[src/rtl/mem_port_arbiter.sv]
// Shares one memory port between instruction fetch and the data stage.
// Data requests win by default; a starvation counter forces a fetch grant after
// STARVE_MAX consecutive fetch losses. A redirect squashes an in-flight fetch.
module mem_port_arbiter #(
    parameter int unsigned ADDR_W     = 32,
    parameter int unsigned DATA_W     = 32,
    parameter int unsigned STARVE_MAX = 4
) (
    input  logic              CLK,
    input  logic              RESET,
    input  logic              IF_Req,
    input  logic [ADDR_W-1:0] IF_Addr,
    input  logic              IF_Flush,
    output logic [DATA_W-1:0] IF_Data,
    output logic [1:0]        IF_Valid,
    input  logic              D_Req,
    input  logic              D_Write,
    input  logic [ADDR_W-1:0] D_Addr,
    input  logic [DATA_W-1:0] D_WData,
    output logic [DATA_W-1:0] D_RData,
    output logic              D_Done,
    output logic              Mem_Req,
    output logic              Mem_Write,
    output logic [ADDR_W-1:0] Mem_Addr,
    output logic [DATA_W-1:0] Mem_WData,
    input  logic [DATA_W-1:0] Mem_RData,
    input  logic              Mem_Ack
);

    localparam int unsigned STARVE_W = 4;
    localparam logic [STARVE_W-1:0] STARVE_LIM = STARVE_W'(STARVE_MAX);

    localparam logic [1:0] IFV_WAIT   = 2'd0;
    localparam logic [1:0] IFV_VALID  = 2'd1;
    localparam logic [1:0] IFV_FLIGHT = 2'd2;

    typedef enum logic [1:0] {
        IDLE    = 2'd0,
        BUSY_IF = 2'd1,
        BUSY_D  = 2'd2,
        RESP    = 2'd3
    } state_t;

    typedef enum logic {
        OWN_IF = 1'b0,
        OWN_D  = 1'b1
    } owner_t;

    state_t              state_q,     state_d;
    owner_t              owner_q,     owner_d;
    logic [STARVE_W-1:0] starve_q,    starve_d;
    logic                squash_q,    squash_d;
    logic                mem_req_q,   mem_req_d;
    logic                mem_write_q, mem_write_d;
    logic [ADDR_W-1:0]   mem_addr_q,  mem_addr_d;
    logic [DATA_W-1:0]   mem_wdata_q, mem_wdata_d;
    logic [DATA_W-1:0]   if_data_q,   if_data_d;
    logic [1:0]          if_valid_q,  if_valid_d;
    logic [DATA_W-1:0]   d_rdata_q,   d_rdata_d;
    logic                d_done_q,    d_done_d;

    // Next-state: arbitration in IDLE, wait for ack in BUSY, one response cycle.
    always_comb begin
        state_d     = state_q;
        owner_d     = owner_q;
        starve_d    = starve_q;
        squash_d    = squash_q;
        mem_req_d   = mem_req_q;
        mem_write_d = mem_write_q;
        mem_addr_d  = mem_addr_q;
        mem_wdata_d = mem_wdata_q;
        if_data_d   = if_data_q;
        if_valid_d  = if_valid_q;
        d_rdata_d   = d_rdata_q;
        d_done_d    = d_done_q;

        case (state_q)
            IDLE: begin
                if (D_Req && !(IF_Req && (starve_q == STARVE_LIM))) begin
                    state_d     = BUSY_D;
                    owner_d     = OWN_D;
                    mem_req_d   = 1'b1;
                    mem_write_d = D_Write;
                    mem_addr_d  = D_Addr;
                    mem_wdata_d = D_WData;
                    if_valid_d  = IFV_WAIT;
                    if (IF_Req && (starve_q < STARVE_LIM)) begin
                        starve_d = starve_q + STARVE_W'(1);
                    end
                end else if (IF_Req && !IF_Flush) begin
                    state_d     = BUSY_IF;
                    owner_d     = OWN_IF;
                    mem_req_d   = 1'b1;
                    mem_write_d = 1'b0;
                    mem_addr_d  = IF_Addr;
                    mem_wdata_d = '0;
                    if_valid_d  = IFV_FLIGHT;
                    starve_d    = '0;
                end
            end
            BUSY_IF: begin
                if (IF_Flush) begin
                    squash_d = 1'b1;
                end
                if (Mem_Ack) begin
                    state_d    = RESP;
                    mem_req_d  = 1'b0;
                    if_data_d  = Mem_RData;
                    if_valid_d = (squash_q || IF_Flush) ? IFV_WAIT : IFV_VALID;
                end
            end
            BUSY_D: begin
                if (Mem_Ack) begin
                    state_d   = RESP;
                    mem_req_d = 1'b0;
                    d_rdata_d = Mem_RData;
                    d_done_d  = 1'b1;
                end
            end
            RESP: begin
                state_d    = IDLE;
                d_done_d   = 1'b0;
                if_valid_d = IFV_WAIT;
                squash_d   = 1'b0;
            end
            default: begin
                state_d = IDLE;
            end
        endcase
    end

    // State and output registers with synchronous reset.
    always_ff @(posedge CLK) begin
        if (RESET) begin
            state_q     <= IDLE;
            owner_q     <= OWN_IF;
            starve_q    <= '0;
            squash_q    <= 1'b0;
            mem_req_q   <= 1'b0;
            mem_write_q <= 1'b0;
            mem_addr_q  <= '0;
            mem_wdata_q <= '0;
            if_data_q   <= '0;
            if_valid_q  <= IFV_WAIT;
            d_rdata_q   <= '0;
            d_done_q    <= 1'b0;
        end else begin
            state_q     <= state_d;
            owner_q     <= owner_d;
            starve_q    <= starve_d;
            squash_q    <= squash_d;
            mem_req_q   <= mem_req_d;
            mem_write_q <= mem_write_d;
            mem_addr_q  <= mem_addr_d;
            mem_wdata_q <= mem_wdata_d;
            if_data_q   <= if_data_d;
            if_valid_q  <= if_valid_d;
            d_rdata_q   <= d_rdata_d;
            d_done_q    <= d_done_d;
        end
    end

    assign IF_Data   = if_data_q;
    assign IF_Valid  = if_valid_q;
    assign D_RData   = d_rdata_q;
    assign D_Done    = d_done_q;
    assign Mem_Req   = mem_req_q;
    assign Mem_Write = mem_write_q;
    assign Mem_Addr  = mem_addr_q;
    assign Mem_WData = mem_wdata_q;

endmodule

[config.mk]
export PLATFORM = sky130hd
export DESIGN_NAME = mem_port_arbiter
export DESIGN_NICKNAME = d
export VERILOG_FILES = /design/src/rtl/mem_port_arbiter.sv
export SDC_FILE = /design/constraint.sdc
export NUM_CORES = 1
export LEC_CHECK = 0
export BUFFER_PORTS_ARGS = -buffer_cell sky130_fd_sc_hd__buf_2
export CORE_AREA = 3 3 153 155
export CTS_CLUSTER_DIAMETER = 150
export CTS_CLUSTER_SIZE = 10
export DETAILED_ROUTE_END_ITERATION = 8
export DIE_AREA = 0 0 156 158
export SYNTH_ARGS = -nofsm -noshare
export SYNTH_HDL_FRONTEND = slang
export SYNTH_SLANG_ARGS = --single-unit
[constraint.sdc]
create_clock -name CLK -period 1.8 [get_ports CLK]
set_input_delay 0 -clock CLK [delete_from_list [all_inputs] [get_ports CLK]]
set_output_delay 0 -clock CLK [all_outputs]
set_load 0.01 [all_outputs]
==> flow_summary.ini, run 1 <==
[status]
status = finished clean

[global_route]
grt_usage_pct = 14.6
met1_usage_pct = 17.2
grt_pass1_wl_um = 28900
grt_max_degree = 64
grtUsageMet3_pct = 3.88
grtUsageMet2_pct = 25.6
overflow = 0
grt_pass1_vias = 5669
grt_antenna_before_repair = 1
grt_busiest_layer = met2

[layout]
utilization_pct = 42.3
final_nets = 1118
fillCellCount = 2065
fin_area_um2 = 9280
area_growth_pct = 68.4
multi_input_area_um2 = 2510
drive_gt1_share_pct = 37.1
seq_area_um2 = 2800

[critical_path]
worstPathRequired_ns = 2.07
path_cells = inv_1 -> ha_1 -> buf_4 -> nand4b_4 -> nand2_4 -> buf_12 -> mux2i_1 -> a211oi_2
cp-startpoint = starve_q[0]
crit_arrival_ns = 2.01
ff2ff_path_depth = 8
r2r-start = starve_q[0]
cp_slowest_cell = dfxtp_1
startpoint_type = register
critPathMaxFanout = 13
timing.rr.end = Mem_Addr[24]
critPathCaptureType = register
crit_end = Mem_Addr[24]
path_class = reg -> reg
crit_path_max_incr_delay_ns = 0.31
reg2reg_slack_ns = 0.06

[timing]
relSlewSlack_pct = 53.2
setup_viol = 0
finalHoldViolCount = 0
fmax_mhz = 576
period_needed_ns = 1.74
fin_skew_ns = 0.00989
fin_crit_sh_pct = 96.5
tightest_slew_ns = 0.703
slew_viol_final = 0
rsz0062_at_grt = no

[synth]
synth_top_area_share_pct = 50.9
syn_inst = 582
synth.cell_area_um2 = 5510
ys_seq_area_share_pct = 50.9
ys_types = 42
synth_top_flop_cell = dfxtp_1
synthMostInstantiatedCell = dfxtp_1
synth_seq_cells = 140
yosys-top-cells-area = dfxtp_1, a21oi_1, nand2_1
synth_top_cell_by_area = dfxtp_1
synth_edf_count = 0
synth_nets = 724
yosysWarnings = 0
synth_async_sr_flop_share_pct = 0
avgSynthCellArea_um2 = 9.47
synth_commonest_cells = dfxtp_1, nand2_1, a21oi_1

[pwr]
finalPower_mw = 11.7
p_leak_nw = 4.16
p_per_area_nw_per_um2 = 1260
vdd_drop_max_mv = 0.604

[die]
die_x_um = 156
start_util_pct = 25.1
die_h_um = 158
dieArea_um2 = 24600
ios = 268
core_um2 = 22000
core.rowCount = 54

[job]
drv_cap = 0

[clock_network]
clk_latency_ns = 0.41
tritoncts = yes
clkSinkCount = 140
clk_pin_slew_ns = 0.06
cts_buffer_depth = 2
cts-root-buf = clkbuf_16
numCtsBuffers = 17
htree_levels = 4

[worst_hold_path]
min_path_type = in -> reg

[drt]
first_pass_iters = 4
via_per_inst = 4.42
vias = 5613
drtIter0Drc = 298
drcViolationCount = 0
drt_wl_total_um = 19300
ant_nets = 0
avgRoutedWirePerCell_um = 15.2

[placed_design]
numPortBuffers = 267
dpl-instance-area_um2 = 7220
place_hpwl_um = 11600
routabilityCongestion = 0.737
==> where the power goes <==
group	internal, mW	leakage (nW)	switching, mW
logic	1.71	2.71	2.22
clock network	2.35	0.305	1.47
registers	3.67	1.14	0.271
total	7.73	4.16	3.96
==> kinds of logic after synthesis <==
group / synth area share (%)
AOI/OAI and AO/OA: 24.5
and+or+nand+nor: 12.6
DFF: 50.9
buffers and inverters: 4.54
muxes: 5.99
adders and majority gates: 1.59
==> layer usage <==
metal / share of wire (%) / wire, µm / up-vias
met4: 1.8 / 347 / 0
met3: 5.7 / 1100 / 21
met1: 43 / 8350 / 2581
li1: - / - / 2837
met5: 0 / 0 / -
met2: 49 / 9520 / 174
==> critical path, delay by kind of cell, from the launching register on <==
family	cells	cell delay, ns
buffers and inverters	3	0.37
and+or+nand+nor	2	0.36
DFF	1	0.31
muxes	1	0.29
adders and majority gates	1	0.15
AOI/OAI and AO/OA	1	0.11
==> metrics by stage <==
step,hold WS (ns),setup WS [ns],TNS [ns],std cells
after CTS,0.00126,-0.0640,-1.75,1264
after global placement,0.216,-0.0753,-2.35,1104
after floorplan,0.117,0.189,0,582
final,0.0173,0.0636,0,1270
after detailed placement,0.221,-0.0891,-2.44,1104
after global routing,0.00935,0.000909,0,1270
==> sequential cells by signal, indices dropped and copies added (netlist names) <==
signal,count
squash_q,1
Mem_WData,32
D_Done,1
Mem_Addr,32
state_q,2
D_RData,32
starve_q,4
IF_Data,32
Mem_Req,1
Mem_Write,1
IF_Valid,2
==> placed cells by master, fill, tap and decap left out, types with 4 or more instances in the layout <==
cell type,count
a211oi_2,31
nand2b_1,5
buf_6,4
inv_1,8
buf_4,13
clkinv_4,4
ha_1,6
clkbuf_16,18
inv_6,4
dlygate4sd3_1,128
buf_12,8
mux2i_1,32
nor2_1,8
dfxtp_1,140
buf_2,266
nand2_1,134
a22o_1,33
bufinv_16,4
a21oi_1,103
==> final cells by class <==
cell class | instances | share of cell area, %
clock buffers | 17 | 4.58
diodes | 1 | 0.0270
multi-input cells | 388 | 27.1
clock inverters | 15 | 2.27
repair buffers | 420 | 31.7
inverters | 9 | 0.404
flip-flops and latches | 140 | 30.2
well taps | 280 | 3.78
==> how the worst min path moves through the flow <==
| stage | start | end | slack [ns] | cells past startpoint |
|---|---|---|---|---|
| 6_report | IF_Addr[1] | Mem_Addr[1] | 0.02 | 3 |
| 5_1_grt | D_Addr[24] | Mem_Addr[24] | 0.009 | 3 |
| 4_1_cts | D_Addr[24] | Mem_Addr[24] | 0.001 | 3 |
| 3_5_place_dp | D_WData[3] | Mem_WData[3] | 0.22 | 2 |
| 3_3_place_gp | D_WData[1] | Mem_WData[1] | 0.22 | 2 |
| 2_1_floorplan | Mem_Ack | Mem_Req | 0.12 | 1 |
==> what timing repair did <==
action,CTS,global route
endpoints found under the hold margin,130,0
cloned,0,2
pin swaps,19,5
resized for setup,1,14
hold buffers,128,0
buffers inserted,0,3
setup endpoints to repair,34,70
No activity file was read; power rests on OpenSTA's default activity.
==> run 2: changes to the inputs <==
- CORE_AREA: 3 3 153 155 -> 2 2 152 154
- DIE_AREA: 0 0 156 158 -> 0 0 154 156
- clock period: 1.8 -> 1.78 ns (I/O delays scaled with it)
==> flow_summary.ini, run 2 (synthesis results as in run 1) <==
[drt]
drt_wl_total_um = 19000
first_pass_iters = 5
vias = 5685
drcViolationCount = 0
avgRoutedWirePerCell_um = 14.8
ant_nets = 0
drtIter0Drc = 271
via_per_inst = 4.44

[critical_path]
crit_arrival_ns = 2.05
path_buf_inv = 4
critPathMaxFanout = 16
startpoint_type = register
path_cells = inv_1 -> ha_2 -> and4b_2 -> o21ai_4 -> buf_12 -> buf_12 -> a21oi_4 -> buf_12 -> a22o_1
cp_slowest_cell = dfxtp_2
crit_path_max_incr_delay_ns = 0.33
critPathCaptureType = register
path_class = reg -> reg
crit_family = buffers and inverters
cpMostUsedCell = buf_12
worstPathRequired_ns = 2.08

[layout]
final_cell_mix = buf_2, dfxtp_1, nand2_1, dlygate4sd3_1, a21oi_1
drive_gt1_share_pct = 39.7
utilization_pct = 42.1
final_common_cell = buf_2
fillCellCount = 2107
fin_area_um2 = 9410
final_nets = 1122
area_growth_pct = 70.8

[pwr]
vdd_drop_max_mv = 0.614
intPower_mw = 7.72
p_leak_nw = 4.15
share_seq_of_total_power_pct = 34.4
p_comb_share_pct = 34.9
p_clk_share_pct = 30.7
finalPower_mw = 11.6
power.switching_mw = 3.89
p_sw_share_pct = 33.5
p_per_area_nw_per_um2 = 1230

[global_route]
grt_max_degree = 48
overflow = 0
grt_pass1_wl_um = 28100
grt_usage_pct = 14.7
grt_antenna_before_repair = 0
grt_pass1_vias = 5575

[timing]
relSlewSlack_pct = 62.2
finalHoldViolCount = 1
whs_ns = -0.0114
fmax_mhz = 572
tightest_slew_ns = 0.566
period_needed_ns = 1.75
setup_viol = 0
fin_tns_setup_ns = 0
slew_viol_final = 0
fin_skew_ns = 0.00563
rsz0062_at_grt = yes
fin_crit_sh_pct = 98.2

[placed_design]
dpl-instance-area_um2 = 7240
numPortBuffers = 267
routabilityCongestion = 0.733
place_hpwl_um = 11300

[status]
failed_checks = hold timing
status = finished, violations left

[clock_network]
cts_buffer_depth = 2
clk_latency_ns = 0.41
numCtsBuffers = 17
htree_levels = 4
tritoncts = yes
cts-root-buf = clkbuf_16
clk_pin_slew_ns = 0.06
clkSinkCount = 140

[die]
dieArea_um2 = 24000
ios = 268
die_h_um = 156
core_um2 = 22400
start_util_pct = 24.6
die_x_um = 154
core.rowCount = 55

[worst_hold_path]
min_path_type = in -> reg

[job]
drv_cap = 0
## run 2: path summary, 6_finish.rpt
kind / start / slack (ns) / end / depth (start not counted)
setup / recovery: starve_q[0] / 0.03 / Mem_WData[27] / 9
hold / removal: IF_Addr[18] / -0.01 / Mem_Addr[18] / 3
setup reg to reg: starve_q[0] / 0.03 / Mem_WData[27] / 9
hold reg to reg: IF_Data[31] / 0.45 / IF_Data[31] / 2
## run 2: power groups by stage
| stage | combinational, mW | clock (mW) | sequential, mW |
|---|---|---|---|
| after floorplan | 1.93 | 0 | 4.31 |
| after global placement | 3.55 | 0 | 4.04 |
| after detailed placement | 3.58 | 0 | 4.04 |
| after CTS | 3.89 | 3.67 | 3.99 |
| after global routing | 4.42 | 3.81 | 4.05 |
| final | 4.05 | 3.57 | 3.99 |
## run 2: stage by stage
stage / setup WS, ns / cells
after CTS: 0.0117 / 1270
after global routing: -0.0322 / 1278
final: 0.0321 / 1279
after detailed placement: -0.150 / 1111
after global placement: -0.117 / 1111
after floorplan: 0.169 / 582
## run 2: what timing repair did
item | in CTS | in global routing
pin swaps | 2 | 4
endpoints found under the setup margin | 35 | 70
hold buffers | 125 | 2
setup buffers | 1 | 3
cloned | 1 | 3
endpoints found under the hold margin | 129 | 2
gates resized for setup | 6 | 30
## run 2: cell type report
cell class	instances	area [µm²]	area share (%)
timing repair buffer	424	3020	32.0
sequential	140	2810	29.8
multi-input combinational	388	2600	27.6
clock buffer	22	484	5.14
tap	285	357	3.79
clock inverter	10	113	1.20
inverter	9	33.8	0.359
antenna	1	2.50	0.0266
## run 2: worst min-delay path, cell delays in order
cell and delay [ns]:
buf_2 0.08, mux2i_2 0.06, a211oi_2 0.21
## run 2: per-layer routing
layer,part of all wire [%],wire length (µm),track usage [%],vias up
li1,-,-,-,2845
met1,42,8020,17.0,2633
met2,49,9390,25.3,177
met3,6.0,1130,4.61,30
met4,2.2,421,5.92,0
met5,0,0,0,-
==> run 3: changes to the inputs <==
- CORE_AREA: 2 2 152 154 -> 2 2 119 121
- DIE_AREA: 0 0 154 156 -> 0 0 121 123
- PLACE_DENSITY: default -> 0.75
- clock period: 1.78 -> 1.6 ns (I/O delays scaled with it)
==> flow_summary.ini, run 3 (synthesis results as in run 1) <==
[timing]
fmax_mhz = 608
whs_ns = -0.00129
period_needed_ns = 1.65
layout_setup_ws_ns = -0.0454
rsz0062_at_grt = yes
slew_viol_final = 0
tightest_slew_ns = 0.615
relSlewSlack_pct = 59.0
finalHoldViolCount = 1
fin_skew_ns = 0.00897
fin_crit_sh_pct = 103
setup_viol = 32

[critical_path]
critPathCaptureType = register
path_class = reg -> reg
crit_family = compound AO/OA/AOI/OAI gates
cp_slowest_cell = dfxtp_2
ff2ff_path_depth = 8
startpoint_type = register
crit_path_max_incr_delay_ns = 0.33
path_buf_inv = 3
critPathMaxFanout = 8
crit_arrival_ns = 1.97
timing.rr.end = Mem_Addr[3]
r2r-start = starve_q[0]
reg2reg_slack_ns = -0.05
path_cells = inv_2 -> ha_4 -> and4b_2 -> o21ai_4 -> buf_8 -> clkbuf_16 -> a21oi_1 -> a211oi_2
worstPathRequired_ns = 1.93

[status]
status = finished, violations left
failed_checks = hold timing, setup timing

[layout]
area_growth_pct = 74.0
drive_gt1_share_pct = 41.7
final_cell_mix = buf_2, dfxtp_1, nand2_1, dlygate4sd3_1, a21oi_1
final_common_cell = buf_2
utilization_pct = 70.4
final_nets = 1140
fin_area_um2 = 9590
n_antenna_cell = 0

[clock_network]
clkSinkCount = 140
clk_pin_slew_ns = 0.06
cts_buffer_depth = 2
numCtsBuffers = 17
tritoncts = yes
cts-root-buf = clkbuf_16
htree_levels = 4
clk_latency_ns = 0.41

[drt]
drtIter0Drc = 330
via_per_inst = 5.07
ant_nets = 0
drcViolationCount = 0
avgRoutedWirePerCell_um = 16.8
vias = 6036
drt_wl_total_um = 20000
first_pass_iters = 5

[pwr]
intPower_mw = 8.68
power.switching_mw = 4.53
p_leak_nw = 4.28
finalPower_mw = 13.2
p_per_area_nw_per_um2 = 1380
p_clk_share_pct = 28.3
vdd_drop_max_mv = 0.712
share_seq_of_total_power_pct = 33.9
p_comb_share_pct = 37.9
p_sw_share_pct = 34.3

[die]
dieArea_um2 = 14900
die_h_um = 123
core_um2 = 13600
ios = 268
start_util_pct = 40.5
core.rowCount = 43
die_x_um = 121

[placed_design]
post-place-ws_ns = -0.276
place_hpwl_um = 10800
dpl-instance-area_um2 = 7200
numPortBuffers = 267
routabilityCongestion = 0.761

[job]
drv_cap = 0

[worst_hold_path]
min_path_type = in -> reg
hp-start = IF_Addr[23]
whs_endpoint = Mem_Addr[23]
hold_depth = 3

[global_route]
grt_max_degree = 58
grt_pass1_vias = 5968
grt_pass1_wl_um = 29000
grt_antenna_before_repair = 0
grt_usage_pct = 24.5
overflow = 0
run 3: changes by cell type in the layout (fill, tap and decap cells not counted), moves of 6 or more:
| cell | before | now |
|---|---|---|
| a21oi_2 | 1 | 7 |
| mux2i_2 | 22 | 15 |
| buf_4 | 17 | 26 |
| mux2i_4 | 0 | 6 |
| a21oi_1 | 102 | 96 |
run 3: power by group through the flow:
stage,Combinational [mW],Sequential [mW],Clock (mW)
final,5.00,4.47,3.74
after global routing,5.38,4.53,3.98
after CTS,4.71,4.44,3.78
after detailed placement,4.11,4.49,0
after global placement,4.04,4.48,0
after floorplan,2.17,4.79,0
run 3: final cells by class:
cell class                 count  area [µm²]
multi-input combinational    388        2730
tap                          180         225
inverter                       9        37.5
timing repair buffer         442        3230
sequential                   140        2810
clock inverter                 9        87.6
fill                         952        4030
clock buffer                  23         478
run 3: worst max path at each step:
stage / start / to / cells after the start / slack, ns
floorplan: starve_q[0] / Mem_Addr[11] / 7 / -0.01
detailed placement: starve_q[0] / Mem_WData[31] / 6 / -0.28
global placement: starve_q[0] / Mem_WData[5] / 6 / -0.20
global route: starve_q[0] / Mem_Addr[12] / 8 / -0.10
finish: starve_q[0] / Mem_Addr[3] / 8 / -0.05
CTS: starve_q[0] / IF_Valid[0] / 7 / -0.03
run 3: per-layer routing:
metal | track usage [%] | part of all wire (%) | vias up
met3 | 6.87 | 7.1 | 65
met1 | 27.6 | 38 | 2798
met2 | 42.7 | 51 | 296
met4 | 12.4 | 3.8 | 0
met5 | 0 | 0 | -
li1 | - | - | 2877
run 3: repair_timing:
action,in CTS,in global routing
pin swaps,10,22
hold buffers,125,5
gates cloned,3,3
gates resized for setup,23,43
setup endpoints to repair,68,73
setup buffers,7,2
endpoints found under the hold margin,131,3
run 3: worst register-to-register path: stages (launching register included):
cell	delay (ns)
dfxtp_2	0.33
inv_2	0.04
ha_4	0.15
and4b_2	0.23
o21ai_4	0.18
buf_8	0.16
clkbuf_16	0.17
a21oi_1	0.09
a211oi_2	0.21
run 3: per-stage QoR:
stage               setup TNS, ns  std cells
finish                     -0.406       1191
CTS                       -0.0289       1181
floorplan                  -0.344        582
global placement            -7.52       1014
global route                -4.39       1191
detailed placement         -10.16       1014
